**config.mk**
```make
export PLATFORM = sky130hd
export DESIGN_NAME = multi_timer
export DESIGN_NICKNAME = d
export VERILOG_FILES = /design/src/rtl/multi_timer.sv
export SDC_FILE = /design/constraint.sdc
export NUM_CORES = 1
export LEC_CHECK = 0
export CORE_MARGIN = 8
export CORE_UTILIZATION = 45
export DETAILED_ROUTE_END_ITERATION = 7
export HOLD_SLACK_MARGIN = 0.08
export PLACE_DENSITY_LB_ADDON = 0.25
export RECOVER_POWER = 100
export SLEW_MARGIN = 20
export SYNTH_ARGS = -nofsm -noshare
export SYNTH_HDL_FRONTEND = slang
export SYNTH_SLANG_ARGS = --single-unit
```
**constraint.sdc**
```tcl
create_clock -name clk -period 4.2 [get_ports clk]
set_input_delay 0.84 -clock clk [delete_from_list [all_inputs] [get_ports clk]]
set_output_delay 0.84 -clock clk [all_outputs]
set_load 0.02 [all_outputs]
```
**src/rtl/multi_timer.sv**
```systemverilog
`timescale 1ns/1ps
// Multi-channel up-counter peripheral on the two-phase select/enable slave bus.
// Each channel has a goal, prescaler, pause/resume, one-shot/auto-reload and a sticky DONE with maskable irq.
module multi_timer #(
    parameter int unsigned TIMER_BITS = 8,
    parameter int unsigned ADDR_WIDTH = 32,
    parameter logic [ADDR_WIDTH-1:0] BASE_ADDR = '0,
    parameter int unsigned CHANNELS = 4
) (
    input  logic                  clk,
    input  logic                  reset,
    input  logic                  sel,
    input  logic                  enable,
    input  logic                  write,
    input  logic [ADDR_WIDTH-1:0] addr,
    input  logic [TIMER_BITS-1:0] wdata,
    output logic [TIMER_BITS-1:0] rdata,
    output logic                  ready,
    output logic                  slverr,
    output logic [CHANNELS-1:0]   irq
);

    // state | meaning
    // IDLE      | stopped, CURR holds last value
    // RUNNING   | counting prescaled ticks toward GOAL
    // COMPLETE  | one-shot reached GOAL, cleared to IDLE by a CTRL read
    // PAUSED    | STOP seen, CURR and prescale count frozen
    typedef enum logic [1:0] {
        ST_IDLE     = 2'd0,
        ST_RUNNING  = 2'd1,
        ST_COMPLETE = 2'd2,
        ST_PAUSED   = 2'd3
    } state_e;

    localparam logic [ADDR_WIDTH-1:0] SUM_OFS = ADDR_WIDTH'(4 * CHANNELS);

    state_e                state_q [CHANNELS];
    state_e                state_d [CHANNELS];
    logic [TIMER_BITS-1:0] goal_q  [CHANNELS];
    logic [TIMER_BITS-1:0] goal_d  [CHANNELS];
    logic [TIMER_BITS-1:0] pre_q   [CHANNELS];
    logic [TIMER_BITS-1:0] pre_d   [CHANNELS];
    logic [TIMER_BITS-1:0] curr_q  [CHANNELS];
    logic [TIMER_BITS-1:0] curr_d  [CHANNELS];
    logic [TIMER_BITS-1:0] pcnt_q  [CHANNELS];
    logic [TIMER_BITS-1:0] pcnt_d  [CHANNELS];
    logic [CHANNELS-1:0]   auto_q, auto_d;
    logic [CHANNELS-1:0]   irqen_q, irqen_d;
    logic [CHANNELS-1:0]   done_q, done_d;

    logic                  access;
    logic [ADDR_WIDTH:0]   diff;
    logic [ADDR_WIDTH-1:0] offset;
    logic                  chan_hit, sum_hit, addr_err, wr_ok, rd_ok;
    logic [2:0]            ch_sel;
    logic [1:0]            reg_sel;
    logic [CHANNELS-1:0]   wr_ctrl, wr_goal, wr_pre, rd_ctrl, start_req, stop_req;
    logic [TIMER_BITS-1:0] rd_val;

    assign access   = sel & enable;
    assign diff     = {1'b0, addr} - {1'b0, BASE_ADDR};
    assign offset   = diff[ADDR_WIDTH-1:0];
    assign chan_hit = ~diff[ADDR_WIDTH] && (offset < SUM_OFS);
    assign sum_hit  = ~diff[ADDR_WIDTH] && (offset == SUM_OFS);
    assign ch_sel   = offset[4:2];
    assign reg_sel  = offset[1:0];
    // CURR and IRQ_SUM are read-only; writing them is an error without side effect
    assign addr_err = ~(chan_hit | sum_hit) | (write & (sum_hit | (reg_sel == 2'd2)));
    assign wr_ok    = access & write & ~addr_err;
    assign rd_ok    = access & ~write & ~addr_err;

    always_comb begin
        wr_ctrl   = '0;
        wr_goal   = '0;
        wr_pre    = '0;
        rd_ctrl   = '0;
        start_req = '0;
        stop_req  = '0;
        for (int ch = 0; ch < CHANNELS; ch++) begin
            if (chan_hit && ch_sel == 3'(ch)) begin
                wr_ctrl[ch] = wr_ok && reg_sel == 2'd0;
                wr_goal[ch] = wr_ok && reg_sel == 2'd1;
                wr_pre[ch]  = wr_ok && reg_sel == 2'd3;
                rd_ctrl[ch] = rd_ok && reg_sel == 2'd0;
            end
            // STOP dominates a simultaneous START
            start_req[ch] = wr_ctrl[ch] & wdata[0] & ~wdata[1];
            stop_req[ch]  = wr_ctrl[ch] & wdata[1];
        end
    end

    always_ff @(posedge clk or negedge reset) begin
        if (!reset) begin
            for (int ch = 0; ch < CHANNELS; ch++) begin
                state_q[ch] <= ST_IDLE;
                goal_q[ch]  <= '0;
                pre_q[ch]   <= '0;
                curr_q[ch]  <= '0;
                pcnt_q[ch]  <= '0;
            end
            auto_q  <= '0;
            irqen_q <= '0;
            done_q  <= '0;
        end else begin
            for (int ch = 0; ch < CHANNELS; ch++) begin
                state_q[ch] <= state_d[ch];
                goal_q[ch]  <= goal_d[ch];
                pre_q[ch]   <= pre_d[ch];
                curr_q[ch]  <= curr_d[ch];
                pcnt_q[ch]  <= pcnt_d[ch];
            end
            auto_q  <= auto_d;
            irqen_q <= irqen_d;
            done_q  <= done_d;
        end
    end

    always_comb begin
        auto_d  = auto_q;
        irqen_d = irqen_q;
        done_d  = done_q;
        for (int ch = 0; ch < CHANNELS; ch++) begin
            state_d[ch] = state_q[ch];
            goal_d[ch]  = goal_q[ch];
            pre_d[ch]   = pre_q[ch];
            curr_d[ch]  = curr_q[ch];
            pcnt_d[ch]  = pcnt_q[ch];

            if (wr_ctrl[ch]) begin
                auto_d[ch]  = wdata[4];
                irqen_d[ch] = wdata[5];
                if (wdata[6]) done_d[ch] = 1'b0;
            end
            if (wr_goal[ch]) goal_d[ch] = wdata;
            if (wr_pre[ch])  pre_d[ch]  = wdata;

            // DONE sets below come after the clear so a same-cycle set wins
            case (state_q[ch])
                ST_IDLE, ST_COMPLETE: begin
                    if (start_req[ch]) begin
                        curr_d[ch] = '0;
                        pcnt_d[ch] = '0;
                        if (goal_q[ch] == '0) begin
                            state_d[ch] = ST_COMPLETE;
                            done_d[ch]  = 1'b1;
                        end else begin
                            state_d[ch] = ST_RUNNING;
                        end
                    end else if (rd_ctrl[ch] && state_q[ch] == ST_COMPLETE) begin
                        state_d[ch] = ST_IDLE;
                    end
                end
                ST_RUNNING: begin
                    if (stop_req[ch]) begin
                        state_d[ch] = ST_PAUSED;
                    end else if (pcnt_q[ch] == pre_q[ch]) begin
                        pcnt_d[ch] = '0;
                        curr_d[ch] = TIMER_BITS'(curr_q[ch] + 1'b1);
                        if (TIMER_BITS'(curr_q[ch] + 1'b1) >= goal_q[ch]) begin
                            done_d[ch] = 1'b1;
                            if (auto_q[ch]) curr_d[ch]  = '0;
                            else            state_d[ch] = ST_COMPLETE;
                        end
                    end else begin
                        pcnt_d[ch] = TIMER_BITS'(pcnt_q[ch] + 1'b1);
                    end
                end
                ST_PAUSED: begin
                    if (start_req[ch]) state_d[ch] = ST_RUNNING;
                end
                default: ;
            endcase
        end
    end

    always_comb begin
        rd_val = '0;
        if (sum_hit) rd_val[CHANNELS-1:0] = irq;
        for (int ch = 0; ch < CHANNELS; ch++) begin
            if (chan_hit && ch_sel == 3'(ch)) begin
                case (reg_sel)
                    2'd0:    rd_val[6:0] = {done_q[ch], irqen_q[ch], auto_q[ch], state_q[ch], 2'b00};
                    2'd1:    rd_val = goal_q[ch];
                    2'd2:    rd_val = curr_q[ch];
                    default: rd_val = pre_q[ch];
                endcase
            end
        end
    end

    assign irq    = done_q & irqen_q;
    assign ready  = access;
    assign slverr = access & addr_err;
    assign rdata  = rd_ok ? rd_val : '0;

endmodule

```
Word-level counts from Yosys, hierarchy flattened
Index checks and enable logic that the tools add are counted.
{"block": "classes", "addsub": 8, "n_lt_le_gt_ge": 5, "n_eq_ne": 55, "muxes": 134, "n_bitwise": 27, "reduce_logical": 42}
{"operator": "$mux W8", "n": 33}
{"operator": "$pmux W8 S2", "n": 8}
{"operator": "$pmux W7 S3", "n": 4}
{"operator": "$add A8 B1 Y8 const B", "n": 8}
{"operator": "$mux W2", "n": 32}
{"operator": "$ne A3 B3 Y1 const B", "n": 16}
{"operator": "$mux W1", "n": 44}
{"operator": "$eq A32 B5 Y1 const B", "n": 1}
{"operator": "$eq A8 B8 Y1", "n": 4}
{"operator": "$ge A8 B8 Y1", "n": 4}
{"operator": "$logic_not A8 Y1", "n": 4}
{"operator": "$lt A32 B5 Y1 const B", "n": 1}
{"operator": "$ne A2 B2 Y1 const B", "n": 16}
{"operator": "$pmux W2 S3", "n": 4}
{"operator": "$eq A2 B2 Y1 const B", "n": 10}
{"operator": "$reduce_and A5 Y1", "n": 4}
{"operator": "$and A1 B1 Y1", "n": 19}
{"operator": "$reduce_and A4 Y1", "n": 4}
{"operator": "$logic_and A1 B1 Y1", "n": 12}
{"operator": "$pmux W1 S3", "n": 4}
{"operator": "$reduce_and A3 Y1", "n": 4}
{"operator": "$eq A2 B1 Y1 const B", "n": 5}
{"operator": "$logic_not A2 Y1", "n": 5}
{"operator": "$pmux W1 S2", "n": 4}
{"operator": "9 further kinds", "n": 21}
{"block": "totals", "ff_bits": 148, "input_bits": 45, "output_inout_bits": 14, "wordCells": 300}

Logic depth before layout (Yosys ltp)
{"block": "logic_depth", "depth_word": 13, "mapped_depth": 11, "depth_no_buf": 11}

Worst setup path after synthesis
OpenSTA, ideal clock, no wires.
{"block": "synth_path", "path_type": "input to output", "start": "input addr[3]", "end": "output rdata[1]", "arrival_ps": 2805, "required_time_ps": 3360, "slack_ps": 555, "path_stages": 6, "path_buffers": 2, "cell_sequence": "buf_6 > or4_1 > a211o_1 > or4_1 > buf_2 > nor3b_1"}
{"block": "synth_between", "elab_chain_len": 7, "word_cells_on_any_way": 23, "cone_classes": "order compare: 1; eq/ne: 4; mux: 6; bitwise: 7; reduce/logical: 5"}
{"element": "from (decl)", "line_no": "15", "rtl": "input logic [ADDR_WIDTH-1:0] addr,"}
{"element": "$lt A32 B5 Y1 (tied with other cells)", "line_no": "63", "rtl": "assign chan_hit = ~diff[ADDR_WIDTH] && (offset < SUM_OFS);"}
{"element": "$logic_and A1 B1 Y1 (tied with other cells)", "line_no": "180", "rtl": "if (chan_hit && ch_sel == 3'(ch)) begin"}
{"element": "$mux W8 (tied with other cells)", "line_no": "180"}
{"element": "$mux W8 or $or A1 B1 Y1 (tied branches)", "line_no": "180, 68"}
{"element": "$mux W8 or $not A1 Y1 (tied branches)", "line_no": "180, 70"}
{"element": "$mux W8 or $and A1 B1 Y1 (tied branches)", "line_no": "180, 70"}
{"element": "$mux W8 (*)", "line_no": "194", "rtl": "assign rdata = rd_ok ? rd_val : '0;"}
{"element": "to (decl)", "line_no": "17", "rtl": "output logic [TIMER_BITS-1:0] rdata,"}
Mark *: on every way between the ends. The rest lies on a longest branch, timed or not.

Worst setup path in the final report
{"block": "layout_path", "start": "input addr[3]", "end": "output rdata[4]"}
{"block": "layout_between", "elab_chain_len": 7, "word_cells_on_any_way": 22, "cone_classes": "order compare: 1; eq/ne: 4; mux: 5; bitwise: 7; reduce/logical: 5"}
{"element": "$lt A32 B5 Y1 (tied with other cells)", "line_no": "63"}
{"element": "$logic_and A1 B1 Y1 or $or A1 B1 Y1 (tied branches)", "line_no": "180, 68"}
{"element": "$mux W8 (tied with other cells)", "line_no": "180"}
{"element": "$mux W8 or $or A1 B1 Y1 (tied branches)", "line_no": "180, 68"}
{"element": "$mux W8 or $not A1 Y1 (tied branches)", "line_no": "180, 70"}
{"element": "$mux W8 or $and A1 B1 Y1 (tied branches)", "line_no": "180, 70"}
{"element": "$mux W8 (*)", "line_no": "194"}
Marks and branches as above.

==> metrics.md <==
| Metric | Value |
|---|---|
| Buffers plus inverters on the worst setup path | 4 |
| Cell with the largest stage delay on the worst path | sky130_fd_sc_hd__or4_1 |
| Vias post-DR | 7,956 |
| # Post-CTS Setup Buffers | 0 |
| Wirelength, routed | 27.98 mm |
| DR DRC count | 0 |
| Worst Hold Class | flip-flop to flip-flop |
| Root cell of the clock tree | sky130_fd_sc_hd__clkbuf_16 |
| Classification of the worst setup path | input pin to output port |
| Pwr dens | between 200 and 300 mW/mm² |
| Ratio of cells with drive above 1 in the final layout | about a fifth |
| Status | complete, but fails checks |
| FMAX | 0.2450 GHz |
| Cell-by-cell listing of the critical path | clkdlybuf4s50_1, or4_1, a211o_1, or4_1, buf_4, buf_4, nor2_1, clkbuf_1 |
| Data required time of the critical path | 3.36 ns |
| WL per Instance | 21.10 µm |
| Placed standard-cell area | 0.01088 mm² |
| Violations in the final reports | max-capacitance violations, max-slew violations |
| Number of flip-flops and latches in the synthesized netlist | roughly 150 |
| Sequential standard cell area | 0.003704 mm² |
| Final Total Pwr | between 3 and 4 mW |
| Total count of hold-check failures in the final report | 0 |
| Data arrival, critical path | 3.24 ns |
| Half-perimeter wire length of the detailed placement result | 20.63 mm |
| Yosys top cell by area | sky130_fd_sc_hd__dfrtp_1 |
| Post-synthesis net count | between 1k and 1.5k |
| I/O pin total | 59 |
| Finished Cell Area | between 0.01 and 0.015 mm² |
| Category of cells accounting for the largest share of critical-path delay | simple AND/OR/NAND/NOR gates |
| Die footprint | 0.02632 mm² |
| All-layer global routing usage | about 22% |
| Area share of the largest cell type after synthesis | 38.49% |
| Cell with the most instances after synthesis | sky130_fd_sc_hd__dfrtp_1 |
| Number of synthesis warnings | 0 |
| Instance count of the mapped netlist | 932 |
| Core area | around 0.021 mm² |
| Max rail drop VDD | 238.9 µV |
| Leakage power of the design | approximately 5 nW |
| Layout overhead on the synthesized area | 17.58% |
| Routability-driven placement congestion ratio | a little under 0.9 |
| Drt first pass iters | 5 |
| Final period util | a little under 100% |
| Total count of max-transition violations in the final report | roughly 150 |
| Clock tree buffer depth | 2 |
| Horizontal die dimension | 162.2 µm |
| Overflow left after global routing | 0 |
| Primary FF master, synth | sky130_fd_sc_hd__dfrtp_1 |
| Element type at the critical path start | input pin |
| Initial antenna violation count | 1 |
| Final setup viols | 0 |
| Violation count after the first detailed-routing iteration | 773 |
| Synth async-reset ratio | 100.0% |
| Count of input and output buffers | between 50 and 60 |
| Hold buffer count at cts | 0 |
| Number of CTS-inserted buffers | 17 |
| Multi-input gate area in the final layout | approximately 0.0056 mm² |
| Syn_area_per_cell | ~10 µm² |
| # resized after CTS | 9 |
| Hold WS | roughly 0.53 ns |
| Remaining antenna violation count | 0 |
| Count of different cell masters after synthesis | 73 |
| Number of fillers in the final layout | 1,860 |
| Pin count of the biggest net entering global routing | 80 |
| Max-cap violations | 2 |
| Number of inserted diodes | 0 |
| Shortest clock period the worst path allows after layout | 4.082 ns |
| Reg clk slew, reported paths | roughly 0.06 ns |
| RSZ-0062 raised after global routing | false |
| Count of flip-flops with a built-in enable after synthesis | 0 |
| Number of clock sinks seen by CTS | 148 |
| Number of vias per cell | around 6.0 |
| Highest cell delay on the worst timing path | 0.51 ns |
| Top cells by area in the synthesized netlist | sky130_fd_sc_hd__dfrtp_1 38%, sky130_fd_sc_hd__mux2_2 9.6%, sky130_fd_sc_hd__ha_1 5.2% |
| CTS tree | built |
| Transition time at the pin with the least slew margin | 1.806 ns |
| Headroom to the max-slew limit | -20.43% |
| Via count of the first global-routing pass | just under 8k |
| Worst Skew | 0.01243 ns |
| Crit path max fanout | 6 |
| Height of the chip | ~160 µm |
| Final layout net count | ~1.1k |
| Clock latency of the later-clocked register in the worst-skew pair | 0.43 ns |
| Post-synth top cells | 148 x sky130_fd_sc_hd__dfrtp_1, 82 x sky130_fd_sc_hd__mux2_2, 76 x sky130_fd_sc_hd__nand2_1 |
| Seq/Total Area, Yosys | 38.49% |
| Kind of capture point of the worst setup path | output port |
| Wire length of the first global-routing pass | approximately 44 mm |
| Effective utilization at floorplan | approximately 46% |
| Row cnt | between 50 and 60 |
| H-tree depth | 4 |
| Post-synthesis instance area | around 0.0096 mm² |
==> logic make-up after synthesis <==
family                     count (synthesis)  synth area share [%]
buffers and inverters                     79                 3.394
adders and majority gates                 40                 5.201
DFF                                      148                 38.49
AOI/OAI and AO/OA                        183                 14.21
xor gates and xnor gates                  55                 5.006
and+or+nand+nor                          305                 17.33
muxes                                    122                 16.37
==> through the flow <==
step | std cells | setup WS (ns) | utilization (%) | setup TNS, ns
final | 1326 | 0.1175 | 53.82 | 0
after global routing | 1326 | 0.005682 | 53.82 | 0
after CTS | 1326 | 0.01239 | 54.37 | 0
after detailed placement | 1294 | -0.2915 | 51.76 | -1.602
after global placement | 1294 | -0.2982 | 51.76 | -1.571
after floorplan | 932 | 0.5551 | - | 0
==> path summary, 6_finish.rpt <==
check                                       start                endpoint  slack, ns  cells past startpoint
setup / recovery                          addr[3]                rdata[4]       0.12                      8
hold / removal             irqen_q[0]$_DFFE_PN0N_  irqen_q[0]$_DFFE_PN0N_       0.53                      1
setup reg to reg            curr_q[8]$_DFFE_PN0P_   curr_q[8]$_DFFE_PN0P_       0.88                     11
hold reg to reg            irqen_q[0]$_DFFE_PN0N_  irqen_q[0]$_DFFE_PN0N_       0.53                      1
max in group asynchronous                   reset  curr_q[18]$_DFFE_PN0P_       0.74                      2
min in group asynchronous                   reset   pcnt_q[6]$_DFFE_PN0P_       0.86                      1
==> placed cells by master, fill, tap and decap left out, types with 8 or more instances in the layout <==
cell,synthesis,routed
sky130_fd_sc_hd__and3_1,10,10
sky130_fd_sc_hd__clkbuf_16,0,17
sky130_fd_sc_hd__nor4_1,16,15
sky130_fd_sc_hd__mux2i_1,19,19
sky130_fd_sc_hd__a21o_1,9,9
sky130_fd_sc_hd__clkdlybuf4s50_1,0,42
sky130_fd_sc_hd__nand4_1,15,15
sky130_fd_sc_hd__a21oi_1,29,30
sky130_fd_sc_hd__xnor2_1,32,32
sky130_fd_sc_hd__nor2_1,49,49
sky130_fd_sc_hd__dfrtp_1,148,148
sky130_fd_sc_hd__buf_4,0,42
sky130_fd_sc_hd__nand2b_1,18,18
sky130_fd_sc_hd__a22o_1,27,27
sky130_fd_sc_hd__mux4_2,20,20
sky130_fd_sc_hd__a22oi_1,13,13
sky130_fd_sc_hd__ha_1,40,40
sky130_fd_sc_hd__or2_2,9,9
sky130_fd_sc_hd__clkbuf_1,17,20
sky130_fd_sc_hd__or4_1,8,8
sky130_fd_sc_hd__inv_1,48,48
sky130_fd_sc_hd__mux2_2,82,82
sky130_fd_sc_hd__nand2_1,76,77
sky130_fd_sc_hd__o21ai_0,24,25
sky130_fd_sc_hd__nor2b_1,9,9
sky130_fd_sc_hd__and2_1,13,9
sky130_fd_sc_hd__nand3_1,36,37
sky130_fd_sc_hd__nor3_1,15,15
sky130_fd_sc_hd__xor2_1,23,23
==> report_power, final <==
| group | switching (mW) | internal [mW] |
|---|---|---|
| Clock | 0.646 | 0.821 |
| Combinational | 0.117 | 0.0781 |
| Sequential | 0.00000000297 | 1.43 |
| Total | 0.764 | 2.32 |
==> final cells by class <==
cell class              instances  area share, %
multi-input cells             705          49.31
flip-flops and latches        148          32.73
repair buffers                118          8.382
clock buffers                  18          3.793
well taps                     275          3.041
inverters                      48          1.592
clock inverters                14          1.150
==> flip-flops by register name (all words and copies together) (netlist names) <==
signal   flops
goal_q      32
auto_q       4
pcnt_q      32
done_q       4
irqen_q      4
state_q      8
pre_q       32
curr_q      32
==> routing by layer <==
layer	vias to the layer above	wire length, µm	GRT usage [%]
li1	3708	-	-
met1	3898	12700	29.44
met2	294	12670	33.20
met3	56	1812	4.657
met4	0	797	7.702
met5	-	0	0
==> worst reg2reg max path, stage by stage (launching register included) <==
cell and delay (ns):
sky130_fd_sc_hd__dfrtp_1 0.45, sky130_fd_sc_hd__ha_1 0.22, sky130_fd_sc_hd__nand3_1 0.13, sky130_fd_sc_hd__nor2_1 0.17
sky130_fd_sc_hd__xor2_1 0.21, sky130_fd_sc_hd__ha_1 0.26, sky130_fd_sc_hd__o21a_1 0.18, sky130_fd_sc_hd__o211ai_1 0.16
sky130_fd_sc_hd__o31ai_1 0.14, sky130_fd_sc_hd__a32o_1 0.24, sky130_fd_sc_hd__nor3_1 0.78, sky130_fd_sc_hd__mux2_2 0.30
Note: power is estimated with default switching activity, not from simulation.
